==> src/rtl/picosoc_mem_arbiter_pkg.sv <==
// ============================================================================
// picosoc_mem_arbiter_pkg : shared state encodings and master indices
// Rev 1.0
// ============================================================================
`default_nettype none

package picosoc_mem_arbiter_pkg;

    typedef enum logic {
        ARB_IDLE = 1'b0,
        ARB_BUSY = 1'b1
    } arb_state_e;

    localparam logic ARB_M_CPU = 1'b0;
    localparam logic ARB_M_EXT = 1'b1;

    function automatic logic [31:0] sel32(input logic [63:0] v, input logic idx);
        return idx ? v[63:32] : v[31:0];
    endfunction

    function automatic logic [3:0] sel4(input logic [7:0] v, input logic idx);
        return idx ? v[7:4] : v[3:0];
    endfunction

endpackage

`default_nettype wire

==> src/rtl/picosoc_arb_rr.sv <==
// ============================================================================
// picosoc_arb_rr : combinational 2-way round-robin pick (req, last -> gnt)
// Rev 1.0
// ============================================================================
`default_nettype none

module picosoc_arb_rr
    import picosoc_mem_arbiter_pkg::*;
(
    input  logic [1:0] req,
    input  logic       last,
    output logic [1:0] gnt
);

    // On contention the master that was not served last wins.
    always_comb begin
        gnt = 2'b00;
        if (req[ARB_M_CPU] && req[ARB_M_EXT]) begin
            if (last == ARB_M_EXT) begin
                gnt[ARB_M_CPU] = 1'b1;
            end else begin
                gnt[ARB_M_EXT] = 1'b1;
            end
        end else begin
            gnt = req;
        end
    end

endmodule

`default_nettype wire

==> src/rtl/picosoc_mem_arbiter.sv <==
// ============================================================================
// picosoc_mem_arbiter : two-master round-robin arbiter for the PicoRV32 bus.
// Optional transfer timeout enabled by macro PICOSOC_ARB_TIMEOUT_EN.
// Rev 1.0
// ============================================================================
`default_nettype none

module picosoc_mem_arbiter
    import picosoc_mem_arbiter_pkg::*;
#(
    parameter int          TIMEOUT       = 255,
    parameter logic [31:0] TIMEOUT_RDATA = 32'hFFFF_FFFF
) (
    input  logic        clk,
    input  logic        resetn,
    input  logic [1:0]  m_valid,
    output logic [1:0]  m_ready,
    input  logic [63:0] m_addr,
    input  logic [63:0] m_wdata,
    input  logic [7:0]  m_wstrb,
    output logic [31:0] m_rdata,
    output logic        s_valid,
    input  logic        s_ready,
    output logic [31:0] s_addr,
    output logic [31:0] s_wdata,
    output logic [3:0]  s_wstrb,
    input  logic [31:0] s_rdata,
    output logic [1:0]  grant,
    output logic        err,
    output logic        err_master
);

    arb_state_e state;
    arb_state_e state_nxt;
    logic [1:0] grant_nxt;
    logic       last;
    logic       last_nxt;
    logic       gidx;
    logic [1:0] pick;
    logic       tmo;

    assign gidx = grant[ARB_M_EXT];

    picosoc_arb_rr u_rr (
        .req  (m_valid),
        .last (last),
        .gnt  (pick)
    );

`ifdef PICOSOC_ARB_TIMEOUT_EN
    localparam int              CW      = $clog2(TIMEOUT + 1);
    localparam logic [CW-1:0]   TO_LAST = CW'(TIMEOUT - 1);

    logic [CW-1:0] cnt;

    // Count holds TIMEOUT-1 during the TIMEOUT-th stalled BUSY cycle.
    assign tmo = (state == ARB_BUSY) && m_valid[gidx] && !s_ready && (cnt == TO_LAST);

    always_ff @(posedge clk) begin
        if (!resetn) begin
            cnt <= '0;
        end else if (state == ARB_IDLE) begin
            cnt <= '0;
        end else if (!s_ready) begin
            cnt <= cnt + 1'b1;
        end
    end

    always_ff @(posedge clk) begin
        if (!resetn) begin
            err        <= 1'b0;
            err_master <= 1'b0;
        end else if (tmo) begin
            err        <= 1'b1;
            err_master <= gidx;
        end
    end
`else
    logic unused_cfg;

    assign tmo        = 1'b0;
    assign err        = 1'b0;
    assign err_master = 1'b0;
    assign unused_cfg = ^{TIMEOUT_RDATA, TIMEOUT[0]};
`endif

    always_comb begin
        s_valid   = 1'b0;
        s_addr    = '0;
        s_wdata   = '0;
        s_wstrb   = '0;
        m_ready   = 2'b00;
        m_rdata   = s_rdata;
        state_nxt = state;
        grant_nxt = grant;
        last_nxt  = last;
        if (state == ARB_IDLE) begin
            if (|m_valid) begin
                state_nxt = ARB_BUSY;
                grant_nxt = pick;
            end
        end else begin
            s_valid = m_valid[gidx] & ~tmo;
            s_addr  = sel32(m_addr, gidx);
            s_wdata = sel32(m_wdata, gidx);
            s_wstrb = sel4(m_wstrb, gidx);
            if (!m_valid[gidx]) begin
                // Master withdrew its request: abandon without completion.
                state_nxt = ARB_IDLE;
                grant_nxt = 2'b00;
            end else if (s_ready || tmo) begin
                m_ready[gidx] = 1'b1;
                if (tmo) begin
                    m_rdata = TIMEOUT_RDATA;
                end
                state_nxt = ARB_IDLE;
                grant_nxt = 2'b00;
                last_nxt  = gidx;
            end
        end
    end

    always_ff @(posedge clk) begin
        if (!resetn) begin
            state <= ARB_IDLE;
            grant <= 2'b00;
            last  <= ARB_M_EXT;
        end else begin
            state <= state_nxt;
            grant <= grant_nxt;
            last  <= last_nxt;
        end
    end

endmodule

`default_nettype wire

==> config.mk <==
export PLATFORM = sky130hd
export DESIGN_NAME = picosoc_mem_arbiter
export DESIGN_NICKNAME = d
export VERILOG_FILES = /design/src/rtl/picosoc_mem_arbiter_pkg.sv /design/src/rtl/picosoc_arb_rr.sv /design/src/rtl/picosoc_mem_arbiter.sv
export SDC_FILE = /design/constraint.sdc
export NUM_CORES = 1
export LEC_CHECK = 0
export BUFFER_PORTS_ARGS = -buffer_cell sky130_fd_sc_hd__buf_2
export CAP_MARGIN = 15
export CORE_AREA = 3 3 108 110
export DETAILED_ROUTE_END_ITERATION = 6
export DIE_AREA = 0 0 111 113
export GPL_ROUTABILITY_DRIVEN = 0
export SKIP_LAST_GASP = 1
export SYNTH_ARGS = -nofsm -noshare
export SYNTH_HDL_FRONTEND = slang
export SYNTH_SLANG_ARGS = --single-unit
==> constraint.sdc <==
create_clock -name clk -period 1.1 [get_ports clk]
set_input_delay 0.055 -clock clk [delete_from_list [all_inputs] [get_ports clk]]
set_output_delay 0.055 -clock clk [all_outputs]
set_load 0.01 [all_outputs]
==> metrics.cfg <==
[hold_path]
holdPathStages=2
min_path_type=input pin to register

[worst_setup_path]
required_ns=1.04
reg2regPathDepth=5
reg2reg_setup_slack_ns=-0.13
path_cells=buf_12 -> clkbuf_16 -> mux2i_1 -> nor2_1 -> buf_2
max_stage_delay_ns=0.37
arrival_ns=1.32
criticalPathCategory=register to output port
end_kind=output port
crit_slowest_cell=dfxtp_4
startpoint_type=register
crit_fanout=8

[route]
vias=2141
wl_mm=7.23
drt-vias-per-instance=3.89
dr.first_iter.drc_count=47
wl_per_cell_um=13.1
drt_pass1_iterations=3
post-route-drc-count=0
drt.antenna.violating_nets=0

[layout]
post-route-util=0.274
drive_above_1_share=0.637
syn2layout_area_growth_pct=94.3
final_common_cell=buf_2
mostFrequentLayoutCells=buf_2 (211), nor2_1 (70), mux2i_1 (62), buf_6 (10), buf_4 (8)
final_nets=584
n_antenna_cell=0

[power]
leakage_nw=1.56
power.total_w=0.00174
pwr-share-comb=0.707
power_density_mw_per_mm2=590
intPower_w=0.00107
p_clk_frac=0.196
seqPwrFrac=0.097
switching_share=0.388
netSwitchingPower_w=0.000676
max-vdd-ir-drop_v=0.000235

[sta]
fmaxAchievable_mhz=729
finClkSkew_ns=0.00292
rsz0062_at_grt=yes
period_share=1.25
final_max_slew_viol_count=0
worst_slack_ns=-0.272
finalHoldViolCount=0
setup_violations=73
period_minus_slack_ns=1.37

[grt]
grt-busiest-layer=met2
grt_max_degree=35
grt_overflow=0
use_met1=0.111
grt_pass1_vias=2060
antenna_found_initial=0
track_usage=0.0947
grtUsageMet2=0.175
grt_use_met3=0.0230
grt_pass1_wl_mm=10.1

[place]
port_buffers=213
dp_hpwl_mm=5.48
dp_slack_ns=-0.0717

[synthesis]
synth_cells=213
synth-seq-area-share=0.0527
yosys_warnings=0
syn-cell-area_mm2=0.00152
postSynthAreaPerCell_um2=7.14
yosys.cell_types.count=24
ys_ff_latch=4

[clocking]
cts_tree=built
cts_hold_buf=0
clk_path_buf_depth=2
clk_pin_slew_ns=0.04
htreeDepth=1
clock_latency_ns=0.22
clockRootBuffer=clkbuf_8
cts_inserted_buffers=3
cts_sinks=4

[status]
failed_checks=setup timing
outcome=complete, but fails checks

[die]
die_h_um=113
die_area_mm2=0.0125
fp.dieW_um=111
ioPinCount=280
rows=38
coreArea_mm2=0.0108
start_util=0.141

[flow_run]
maxCapViolations=0

## synth_stat cells (all sizes together)
library cell | instances | area share
a2111oi | 1 | 0.0099
nor2 | 72 | 0.18
clkbuf | 4 | 0.0099
o21ai | 1 | 0.0033
a211oi | 1 | 0.0049
nor3b | 1 | 0.0049
nor3 | 1 | 0.0033
nand2 | 3 | 0.0091
o2111ai | 1 | 0.0058
buf | 45 | 0.22
o31a | 1 | 0.0058
nand2b | 1 | 0.0091
mux2i | 68 | 0.45
nand3b | 1 | 0.0049
a21oi | 2 | 0.0066
dfxtp | 4 | 0.053
conb | 1 | 0.0025
nand4 | 1 | 0.0041
o21a | 1 | 0.0049
a41oi | 1 | 0.0058
inv | 2 | 0.0049
## critical path: cells and delay by family, from the launching register on
kind | cells | cell delay [ns]
flops | 1 | 0.37
simple gates | 1 | 0.06
mux | 1 | 0.19
buf+inv | 3 | 0.46
## final timing paths
kind,start,end
worst max register to register,grant[1],grant[1]
worst min-delay path,resetn,last
worst max-delay path,grant[1],s_wdata[1]
worst min register to register,grant[0],grant[0]
## power groups by stage
| stage | logic, W | clock network (W) | registers, W |
|---|---|---|---|
| after floorplan | 0.000654 | 0 | 0.000170 |
| after global placement | 0.00108 | 0 | 0.000170 |
| after detailed placement | 0.00108 | 0 | 0.000170 |
| after CTS | 0.00109 | 0.000346 | 0.000169 |
| after global routing | 0.00136 | 0.000361 | 0.000170 |
| final | 0.00123 | 0.000342 | 0.000169 |
## cell type report
type / count / area [um^2]
fill: 1206 / 7840
timing repair buffer: 241 / 1490
multi-input combinational: 159 / 1150
tap: 140 / 175
sequential: 4 / 85.1
clock buffer: 4 / 45.0
inverter: 2 / 7.51
## state kept, by name (all words and copies together), names as in the netlist
signal	cells
last	1
grant	2
state	1
## what timing repair did
action                                  CTS  global route
pin swaps                                 1            10
resized for setup                         2            33
endpoints found under the hold margin     0             0
cloned                                    0             5
endpoints found under the setup margin   72            74
setup buffers                             1            10
## layer usage
layer	routed length, um	part of all wire	up-vias
met5	0	0	-
met4	75	0.010	0
met3	671	0.093	14
met2	3660	0.51	123
met1	2820	0.39	926
li1	-	-	1078
## through the flow
stage / area (um^2) / instances / hold WS, ns / TNS [ns]
floorplan: 1530 / 214 / 0.131 / 0
global placement: 2600 / 532 / 0.110 / -0.159
detailed placement: 2600 / 532 / 0.110 / -0.273
CTS: 2660 / 537 / 0.0812 / -15.50
global route: 2950 / 550 / 0.102 / -21.00
finish: 2950 / 550 / 0.0832 / -15.88
## logic make-up (layout without fill, tap and decap cells)
| group | after synthesis | count (layout) | share of synthesized area |
|---|---|---|---|
| compound gates | 9 | 9 | 0.0469 |
| buf+inv | 51 | 247 | 0.237 |
| flops | 4 | 4 | 0.0527 |
| other cells | 1 | 2 | 0.00247 |
| mux | 68 | 68 | 0.448 |
| simple gates | 80 | 80 | 0.213 |
Power figures use the tool's default switching activity.
